**src/rtl/wb_timeout_intercon_if.sv**
```systemverilog
// ============================================================================
// wb_timeout_intercon_if : Wishbone bus bundle between the CPU, the
//                          watchdog interconnect and its slaves.
// Rev 1.0
// ============================================================================
`default_nettype none

interface wb_timeout_intercon_if #(
  parameter int SLAVES = 5,
  parameter int ADDR_W = 32,
  parameter int DATA_W = 32
);
  logic                     master_STB;
  logic                     master_WE;
  logic [ADDR_W-1:0]        master_ADDR;
  logic [DATA_W-1:0]        master_DAT_I;
  logic [DATA_W-1:0]        master_DAT_O;
  logic                     master_ACK;
  logic                     master_ERR;

  logic [SLAVES-1:0]        slave_STB;
  logic                     slave_WE;
  logic [ADDR_W-1:0]        slave_ADDR;
  logic [DATA_W-1:0]        slave_DAT_O;
  logic [SLAVES*DATA_W-1:0] slave_DAT_I;
  logic [SLAVES-1:0]        slave_ACK;

  // CPU-side view of the bus.
  modport master (
    output master_STB, master_WE, master_ADDR, master_DAT_I,
    input  master_DAT_O, master_ACK, master_ERR
  );

  // Slave-side view of the bus.
  modport slave (
    input  slave_STB, slave_WE, slave_ADDR, slave_DAT_O,
    output slave_DAT_I, slave_ACK
  );

  // Interconnect view: bridges the two sides.
  modport intercon (
    input  master_STB, master_WE, master_ADDR, master_DAT_I,
    output master_DAT_O, master_ACK, master_ERR,
    output slave_STB, slave_WE, slave_ADDR, slave_DAT_O,
    input  slave_DAT_I, slave_ACK
  );
endinterface

`default_nettype wire

```
**src/rtl/wb_timeout_intercon.sv**
```systemverilog
// ============================================================================
// wb_timeout_intercon : single-master, N-slave Wishbone interconnect with
//                       registered decode and per-transaction ACK watchdog.
//                       Optional WB_ERR_INT_EN adds a level fault interrupt.
// Rev 1.0
// ============================================================================
`default_nettype none

module wb_timeout_intercon #(
  parameter int                 SLAVES   = 5,
  parameter int                 IDX_W    = 4,
  parameter int                 SEL_LO   = 28,
  parameter int                 ADDR_W   = 32,
  parameter int                 DATA_W   = 32,
  parameter int                 TIMEOUT  = 255,
  parameter logic [DATA_W-1:0]  ERR_DATA = DATA_W'(32'hDEADBEEF)
) (
  input  wire logic               clk,
  input  wire logic               rst,
  wb_timeout_intercon_if.intercon bus,
  output logic [IDX_W-1:0]        fault_idx,
  output logic [7:0]              fault_count,
  input  wire logic               err_clr
`ifdef WB_ERR_INT_EN
  ,
  output logic                    err_int
`endif
);

  localparam int              WD_W    = $clog2(TIMEOUT + 1);
  localparam logic [WD_W-1:0] WD_LAST = WD_W'(TIMEOUT - 1);

  typedef enum logic [1:0] {
    IDLE    = 2'd0,
    BUSY    = 2'd1,
    RESP    = 2'd2,
    RELEASE = 2'd3
  } state_t;

  state_t            state;
  logic [IDX_W-1:0]  idx;
  logic [WD_W-1:0]   wd;
  logic              err_flag;

  logic [IDX_W-1:0]  req_idx;
  logic              req_mapped;
  logic              sel_ack;
  logic [DATA_W-1:0] sel_dat;

  assign req_idx    = bus.master_ADDR[SEL_LO +: IDX_W];
  assign req_mapped = ({1'b0, req_idx} < (IDX_W + 1)'(SLAVES));

  // Only the selected slave's ACK and data are observed; stray ACKs are ignored.
  always_comb begin
    sel_ack = 1'b0;
    sel_dat = '0;
    for (int k = 0; k < SLAVES; k++) begin
      if (idx == IDX_W'(k)) begin
        sel_ack = bus.slave_ACK[k];
        sel_dat = bus.slave_DAT_I[k*DATA_W +: DATA_W];
      end
    end
  end

  always_ff @(posedge clk or posedge rst) begin
    if (rst) begin
      state            <= IDLE;
      idx              <= '0;
      wd               <= '0;
      err_flag         <= 1'b0;
      bus.slave_STB    <= '0;
      bus.slave_WE     <= 1'b0;
      bus.slave_ADDR   <= '0;
      bus.slave_DAT_O  <= '0;
      bus.master_DAT_O <= '0;
      bus.master_ACK   <= 1'b0;
      bus.master_ERR   <= 1'b0;
      fault_idx        <= '0;
      fault_count      <= '0;
`ifdef WB_ERR_INT_EN
      err_int          <= 1'b0;
`endif
    end else begin
      bus.master_ACK <= 1'b0;
      bus.master_ERR <= 1'b0;

      case (state)
        IDLE: begin
          if (bus.master_STB) begin
            bus.slave_WE    <= bus.master_WE;
            bus.slave_ADDR  <= bus.master_ADDR;
            bus.slave_DAT_O <= bus.master_DAT_I;
            idx             <= req_idx;
            wd              <= '0;
            if (req_mapped) begin
              state         <= BUSY;
              err_flag      <= 1'b0;
              bus.slave_STB <= SLAVES'(1) << req_idx;
            end else begin
              // Unmapped: answer straight away with an error.
              state            <= RESP;
              err_flag         <= 1'b1;
              bus.master_ACK   <= 1'b1;
              bus.master_ERR   <= 1'b1;
              bus.master_DAT_O <= ERR_DATA;
            end
          end
        end

        BUSY: begin
          if (sel_ack) begin
            state            <= RESP;
            err_flag         <= 1'b0;
            bus.slave_STB    <= '0;
            bus.master_DAT_O <= sel_dat;
            bus.master_ACK   <= 1'b1;
          end else if (wd == WD_LAST) begin
            state            <= RESP;
            err_flag         <= 1'b1;
            bus.slave_STB    <= '0;
            bus.master_DAT_O <= ERR_DATA;
            bus.master_ACK   <= 1'b1;
            bus.master_ERR   <= 1'b1;
          end else begin
            wd <= wd + 1'b1;
          end
        end

        RESP: begin
          state <= RELEASE;
        end

        RELEASE: begin
          // Hold off until the master lets go so a held strobe cannot re-issue.
          if (!bus.master_STB) begin
            state <= IDLE;
          end
        end

        default: state <= IDLE;
      endcase

      if (err_clr) begin
        fault_count <= '0;
        fault_idx   <= '0;
`ifdef WB_ERR_INT_EN
        err_int     <= 1'b0;
`endif
      end else if (state == RESP && err_flag) begin
        fault_idx <= idx;
        if (fault_count != 8'hFF) begin
          fault_count <= fault_count + 8'd1;
        end
`ifdef WB_ERR_INT_EN
        err_int <= 1'b1;
`endif
      end
    end
  end

endmodule

`default_nettype wire

```
**src/flat_wrapper.sv**
```systemverilog
// flat-port wrapper written by rule: the top's interface ports become plain ports
module wb_timeout_intercon_flat 
#(
  parameter int                 SLAVES   = 5,
  parameter int                 IDX_W    = 4,
  parameter int                 SEL_LO   = 28,
  parameter int                 ADDR_W   = 32,
  parameter int                 DATA_W   = 32,
  parameter int                 TIMEOUT  = 255,
  parameter logic [DATA_W-1:0]  ERR_DATA = DATA_W'(32'hDEADBEEF)
)
  (clk, rst, fault_idx, fault_count, err_clr, bus_master_STB, bus_master_WE, bus_master_ADDR, bus_master_DAT_I, bus_master_DAT_O, bus_master_ACK, bus_master_ERR, bus_slave_STB, bus_slave_WE, bus_slave_ADDR, bus_slave_DAT_O, bus_slave_DAT_I, bus_slave_ACK);
  wb_timeout_intercon_if #(.SLAVES(SLAVES), .ADDR_W(ADDR_W), .DATA_W(DATA_W)) bus_i ();
  input  wire logic clk;
  input  wire logic rst;
  output logic [IDX_W-1:0] fault_idx;
  output logic [7:0] fault_count;
  input  wire logic err_clr;
  input wire logic [$bits(bus_i.master_STB)-1:0] bus_master_STB;
  input wire logic [$bits(bus_i.master_WE)-1:0] bus_master_WE;
  input wire logic [$bits(bus_i.master_ADDR)-1:0] bus_master_ADDR;
  input wire logic [$bits(bus_i.master_DAT_I)-1:0] bus_master_DAT_I;
  output wire logic [$bits(bus_i.master_DAT_O)-1:0] bus_master_DAT_O;
  output wire logic [$bits(bus_i.master_ACK)-1:0] bus_master_ACK;
  output wire logic [$bits(bus_i.master_ERR)-1:0] bus_master_ERR;
  output wire logic [$bits(bus_i.slave_STB)-1:0] bus_slave_STB;
  output wire logic [$bits(bus_i.slave_WE)-1:0] bus_slave_WE;
  output wire logic [$bits(bus_i.slave_ADDR)-1:0] bus_slave_ADDR;
  output wire logic [$bits(bus_i.slave_DAT_O)-1:0] bus_slave_DAT_O;
  input wire logic [$bits(bus_i.slave_DAT_I)-1:0] bus_slave_DAT_I;
  input wire logic [$bits(bus_i.slave_ACK)-1:0] bus_slave_ACK;
  assign bus_i.master_STB = bus_master_STB;
  assign bus_i.master_WE = bus_master_WE;
  assign bus_i.master_ADDR = bus_master_ADDR;
  assign bus_i.master_DAT_I = bus_master_DAT_I;
  assign bus_master_DAT_O = bus_i.master_DAT_O;
  assign bus_master_ACK = bus_i.master_ACK;
  assign bus_master_ERR = bus_i.master_ERR;
  assign bus_slave_STB = bus_i.slave_STB;
  assign bus_slave_WE = bus_i.slave_WE;
  assign bus_slave_ADDR = bus_i.slave_ADDR;
  assign bus_slave_DAT_O = bus_i.slave_DAT_O;
  assign bus_i.slave_DAT_I = bus_slave_DAT_I;
  assign bus_i.slave_ACK = bus_slave_ACK;
  wb_timeout_intercon #(.SLAVES(SLAVES), .IDX_W(IDX_W), .SEL_LO(SEL_LO), .ADDR_W(ADDR_W), .DATA_W(DATA_W), .TIMEOUT(TIMEOUT), .ERR_DATA(ERR_DATA)) u_core (.clk(clk), .rst(rst), .bus(bus_i), .fault_idx(fault_idx), .fault_count(fault_count), .err_clr(err_clr));
endmodule
```
**config.mk**
```make
export PLATFORM = sky130hd
export DESIGN_NAME = wb_timeout_intercon_flat
export DESIGN_NICKNAME = d
export VERILOG_FILES = /design/src/rtl/wb_timeout_intercon_if.sv /design/src/rtl/wb_timeout_intercon.sv /design/src/flat_wrapper.sv
export SDC_FILE = /design/constraint.sdc
export NUM_CORES = 1
export LEC_CHECK = 0
export CORE_MARGIN = 4
export CORE_UTILIZATION = 40
export DETAILED_ROUTE_END_ITERATION = 10
export GPL_TIMING_DRIVEN = 0
export PLACE_DENSITY = 0.82
export SKIP_CTS_REPAIR_TIMING = 1
export SLEW_MARGIN = 20
export SYNTH_ARGS = -nofsm -noshare
export SYNTH_HDL_FRONTEND = slang
export SYNTH_SLANG_ARGS = --single-unit
```
**constraint.sdc**
```tcl
create_clock -name clk -period 4.8 [get_ports clk]
set_clock_uncertainty 0.1 [all_clocks]
set_input_delay 0.96 -clock clk [delete_from_list [all_inputs] [get_ports clk]]
set_output_delay 0.96 -clock clk [all_outputs]
set_load 0.05 [all_outputs]
```
* Yosys cells after proc, flatten, opt, wreduce, memory -nomap -nowiden
Index checks and enable logic that the tools add are counted.
** Storage, ports and cells
- Register bits :: 131
- Bits of input ports :: 234
- Output and inout port bits :: 116
- Logic and storage cells :: 92
** Operators by class
- Add/sub/neg operators :: 2
- Magnitude comparators :: 1
- Eq/ne operators :: 16
- Shifts and indexed selects :: 1
- Mux-type cells :: 46
- Reduce and logical (&&, ||, !) cells :: 13
** Operators with widths (count)
- 32-bit 2-to-1 mux :: 9
- 32-bit case mux with 2 select lines :: 1
- 8-bit 2-to-1 mux :: 6
- 5-bit 2-to-1 mux :: 4
- 8-bit by 1-bit adder with 8-bit output (second input constant) :: 2
- 8-bit case mux with 2 select lines :: 1
- 1-bit 2-to-1 mux :: 13
- 4-bit AND reduction :: 3
- 2-bit 2-to-1 mux :: 5
- 2-bit inequality test (second input constant) :: 5
- 5-bit case mux with 2 select lines :: 1
- 4-bit by 2-bit == test with 1-bit output (second input constant) :: 2
- 8-bit == test (second input constant) :: 1
- 4-bit 2-to-1 mux :: 2
- 8-bit inequality test (second input constant) :: 1
- 2-bit case mux with 4 select lines :: 1
- 1-bit case mux with 2 select lines :: 3
- 3-bit AND reduction :: 2
- 2-bit nonzero test :: 3
- 1-bit by 4-bit << shifter with 5-bit output (first input constant) :: 1
- 2-bit == test (second input constant) :: 2
- 4-bit by 1-bit == test with 1-bit output (second input constant) :: 1
- 4-bit by 3-bit == test with 1-bit output (second input constant) :: 1
- 4-bit logical NOT :: 1
- 7 further kinds :: 8

* Depth between registers and ports, before layout
- Word-level depth :: 8
- Gate-level depth with buffers :: 11
- Mapped depth without buffers :: 8

* Least setup slack after synthesis
Ideal clock, no wire load.
- Path type :: reg-to-reg
- Start point :: register u_core.idx[2]
- End point :: register u_core.bus.master_DAT_O[10]
- Library setup time :: 0.073 ns
- Arrival time :: 2.419 ns
- Required time :: 4.627 ns
- Slack :: 2.208 ns
- Stages on the path, launching flop included :: 11
- Path buffers :: 3
- Clock period less this slack :: 2.592 ns
- Path through :: dfrtp_1 > buf_4 > or3b_1 > buf_6 > o22ai_2 > a31oi_1 > or2_4 > a32oi_4 > buf_6 > nor2_1 > a21oi_2
** Between the ends
- Word-level cells in the longest chain between the ends :: 8
- Elaborated cells between the ends (all ways) :: 19
- Classes of those cells :: 5 x eq/ne; 12 x mux; 2 x reduce/logical
** RTL lines
- start, declared :: RTL line wb_timeout_intercon.sv:41 : logic [IDX_W-1:0] idx;
- start signal, assigned :: RTL line wb_timeout_intercon.sv:93 : idx <= req_idx;
- 4-bit logical NOT :: RTL line wb_timeout_intercon.sv:58 : if (idx == IDX_W'(k)) begin
- 1-bit 2-to-1 mux or 32-bit 2-to-1 mux (tied branches) (5 in series) :: RTL line wb_timeout_intercon.sv:58
- 3-bit by 1-bit inequality test with 1-bit output (no source line) or 32-bit 2-to-1 mux (tied branches)
- 4-bit AND reduction (no source line) or 32-bit case mux with 2 select lines (tied branches)
- end signal, assigned :: RTL line wb_timeout_intercon.sv:115 : bus.master_DAT_O <= sel_dat;
- end, declared :: RTL line wb_timeout_intercon_if.sv:43 : output master_DAT_O, master_ACK, master_ERR,
Several ways; a longest one is shown, not always the timed one.
A chain may end at the register's enable or synchronous reset.

* Worst setup path in the final report
- Start point :: input bus_master_STB
- End point :: register u_core.idx[1]
** Between the ends
- Word-level cells in the longest chain between the ends :: 1
** RTL lines
- start, declared :: RTL line flat_wrapper.sv:19 : input wire logic [$bits(bus_i.master_STB)-1:0] bus_master_STB;
- 2-bit AND reduction (no source line)
No other way between the ends.

==> results.md <==
- The flow ran to the end, and the final reports show no timing, DRC or antenna violations.
- In the synthesized netlist, mux cells make up between 15 and 20% of the area.
- The H-tree was split into 4 levels.
- In the final routed layout, each cell accounts on average for ~20 um.
- CTS saw 127 sinks.
- In this run, placement finished with an instance count of about 1100.
- For this design the ratio of total power to cell area is about 700 nW/um^2.
- In this run, synthesis produced a sequential element count of approximately 130.
- The number of design rule violations left after detail routing is 0.
- The leading cell type in the layout, fill and taps excluded is clkdlybuf4s50_1.
- The count of cell types in the netlist is 51.
- The detailed placer's ending HPWL is 18400 um.
- Max-cap violations in this run came to 0.
- The final-stage net count is 1187.
- The final max-slew violation count is 0.
- The clock latency on the worst-skew pair is approximately 430 ps.
- The number of antenna violations at the first check in global routing came to 1.
- The warning count from the yosys run is 0.
- Excluding fillers, the count of instances in the completed layout stands at between 1000 and 1500.
- The routed layout has between 6000 and 7000 vias.
- Buffers inserted during clock tree synthesis total 17.
- The via count of the first global-routing pass is around 6600.
- Using the TritonRoute via totals, the vias-per-cell ratio works out to between 5 and 6.
- The final layout contains routed wiring with a total length of around 24000 um.
- The finished cells cover around 11000 um^2.
- The tree is rooted in a clkbuf_16.
- The slew at the pin closest to its max-slew limit is around 680 ps.
- The synthesized netlist devotes 0.678% of its cell area to XOR and XNOR gates.
- The endpoint required time on the critical path is about 5000 ps.
- In the global route stage, overall resource usage came out at around 24%.
- The placed standard-cell area is 10300 um^2.
- The launching element type of the critical path is an input pin.
- Entering global routing, the biggest net connects 66 pins.
- The maximum ir drop on the vdd rail is between 0.4 and 0.5 mV.
- TritonCTS built the clock tree.
- In this run the tool buffered the top-level ports with 349 buffer cells.
- Summing the areas of all fa, ha and maj instances in the mapped netlist gives around 1.4% of the synthesized area.
- The synthesized netlist net count is between 800 and 900.
- The simple-gate portion of the synthesized area is under 10%.
- The detail route stage leaves a number of antenna-violating nets equal to 0.
- The per-instance average area after synthesis is roughly 11 um^2.
- The die covers about 18000 um^2.
- The die is approximately 140 um wide.
- The arrival time at the worst endpoint is between 3000 and 4000 ps.
- At the end of the flow the core is filled with cells to between 60% and 70%.
- The share of the Yosys chip area taken by registers is between 40% and 50%.
- The count of standard-cell rows is 46.
- The first detailed-routing pass ran for 5 iterations.
- The post-synthesis cell count is roughly 580.
- Global routing finished with a remaining overflow of 0.
- The total of endpoints with negative setup slack in the final report is 0.
- Summing the areas of all compound-gate instances in the mapped netlist gives between 10% and 20% of the synthesized area.
- The worst setup path is captured at a register.
- The final count of hold timing violations came to 0.
- In this run the static leakage power is about 4.3 nW.
- The buffer depth of the longest clock path is 2.
- The cell area that synthesis handed to floorplanning was about 6500 um^2.
- The overall die height is ~140 um.
- After synthesis, the largest family of logic cells by area is compound AO/OA/AOI/OAI gates.
- The first global-routing pass estimated 34700 um of wire.
- The worst path needs slightly above 3000 ps of the cycle, external delays included.
- The startpoint-to-endpoint class of the critical path is in2reg.
- The worst slew slack as a fraction of its limit is between 50% and 60%.
- Relative to the synthesized area, the layout overhead comes to 67.7%.
- The clock slew seen by the registers of the worst setup and hold paths is about 60 ps.
- For this configuration, the core starts out at a cell density of 40.8%.
- Setup repair after global routing left no endpoint under its margin.
- The core region is between 15000 and 20000 um^2.
- The number of top-level design ports is 350.
- The class of the worst hold path is reg2reg.
- Leaving out fill and tap cells, the most frequent cells in the layout are clkdlybuf4s50_1, dfrtp_1, mux2_2, nor2_1, nand2_1.
- At the end of routability-driven placement, the weighted congestion stood at around 0.95.
- Counting the fill cells in the layout gives 1240.
- Derived from the worst setup path, the maximum achievable clock frequency is approximately 330 MHz.
- The number of violations reported at the end of detailed-routing iteration 0 is 393.
- In the final layout, the share of cells above drive strength 1 is 16.8%.
- The maximum fanout encountered on the critical timing path is 10.
- The worst path uses ~63% of the clock period.
[synth_stat cells (all sizes together)]
master   number  area (um^2)
buf          13         91.3
dfrtp       127         3180
a221oi        1         8.76
mux2         88          991
a32oi         1         27.5
o21ai        24          120
a222oi       23          230
a32o          3         30.0
or3           3         18.8
o21bai        1         7.51
clkbuf       31          116
and3          5         31.3
ha            7         87.6
nand3        11         55.1
or4           1         7.51
o2bb2ai       1         8.76
o22ai         3         25.0
o22a         17          149
a22o         24          210
mux2i         3         30.0
a211o         1         8.76
nor3          5         30.0
nor4          4         25.0
a21oi        34          253
and2          2         12.5
nand4         2         12.5
or3b          1         8.76
xnor2         1         8.76
nor2b         3         18.8
or2           4         27.5
o221ai        1         8.76
inv          19         71.3
o31ai         3         22.5
o211ai        2         15.0
nand2b        3         18.8
a22oi         1         7.51
o2111ai       9         78.8
a31oi         5         31.3
nor2         48          183
nand4b        1         8.76
nand3b        2         15.0
xor2          4         35.0
nand2        35          131
[logic make-up (layout without fill, tap and decap cells)]
group	after synthesis	after routing
buffers and inverters	63	444
other	0	1
muxes	91	91
DFF	127	127
AOI/OAI and AO/OA	154	154
adders and majority gates	7	7
xor gates and xnor gates	5	5
and+or+nand+nor	130	130
[layout make-up]
| cell class | count | area, um^2 | share of cell area [%] |
|---|---|---|---|
| well taps | 216 | 270 | 2.50 |
| clock inverters | 14 | 145 | 1.34 |
| plain buffers | 44 | 208 | 1.92 |
| repair buffers | 350 | 3520 | 32.5 |
| inverters | 19 | 78.8 | 0.728 |
| clock buffers | 17 | 425 | 3.93 |
| flip-flops and latches | 127 | 3180 | 29.4 |
| multi-input cells | 387 | 3000 | 27.7 |
| diodes | 1 | 2.50 | 0.0231 |
[worst paths after layout]
check / to / slack, ps / cells past startpoint / startpoint
setup / recovery: u_core.idx[1] / 1770 / 5 / bus_master_STB
hold / removal: u_core.bus.slave_ADDR[23] / 400 / 1 / u_core.bus.slave_ADDR[23]
setup reg to reg: u_core.bus.master_DAT_O[2] / 1900 / 6 / u_core.idx[1]
hold reg to reg: u_core.bus.slave_ADDR[23] / 400 / 1 / u_core.bus.slave_ADDR[23]
max in group asynchronous: u_core.state[0] / 3050 / 3 / rst
min in group asynchronous: u_core.bus.slave_ADDR[12] / 880 / 2 / rst
[where the power goes]
group	switching, mW	internal [mW]
sequential	0.267	1.55
combinational	2.95	1.75
clock	0.489	0.758
total	3.71	4.05
[sequential cells by signal, summed over array words and instances, names as in the netlist]
signal and count:
u_core.bus.master_DAT_O 32, u_core.bus.slave_DAT_O 32, u_core.bus.slave_ADDR 28, u_core.fault_count 8, u_core.wd 8, u_core.bus.slave_STB 5
u_core.fault_idx 4, u_core.idx 4, u_core.state 2, u_core.bus.master_ACK 1, u_core.bus.master_ERR 1, u_core.bus.slave_WE 1
u_core.err_flag 1
[metal layers]
layer | wire [um] | up-vias | global-route usage (%)
met4 | 973 | 0 | 11.5
met3 | 2260 | 58 | 8.64
met2 | 11600 | 350 | 41.9
met1 | 8760 | 3022 | 27.0
met5 | 0 | - | 0
li1 | - | 2888 | -
[per-stage QoR]
step                      total power, mW  hold WS (ps)  setup TNS (ps)  worst slack (ps)
after global placement               6.42           386         -201920             -1600
after global routing                 8.13           415               0              1580
after floorplan                      4.89           367               0               356
after detailed placement             6.52           392               0              1290
final                                7.76           403               0              1770
after CTS                            7.80           405               0              1700
[worst max-delay path, cell delays in order]
cell and delay [ps]:
clkdlybuf4s50_1 470, nand2_1 330, clkbuf_1 510, clkbuf_1 550, mux2_2 410
Power figures use the tool's default switching activity.
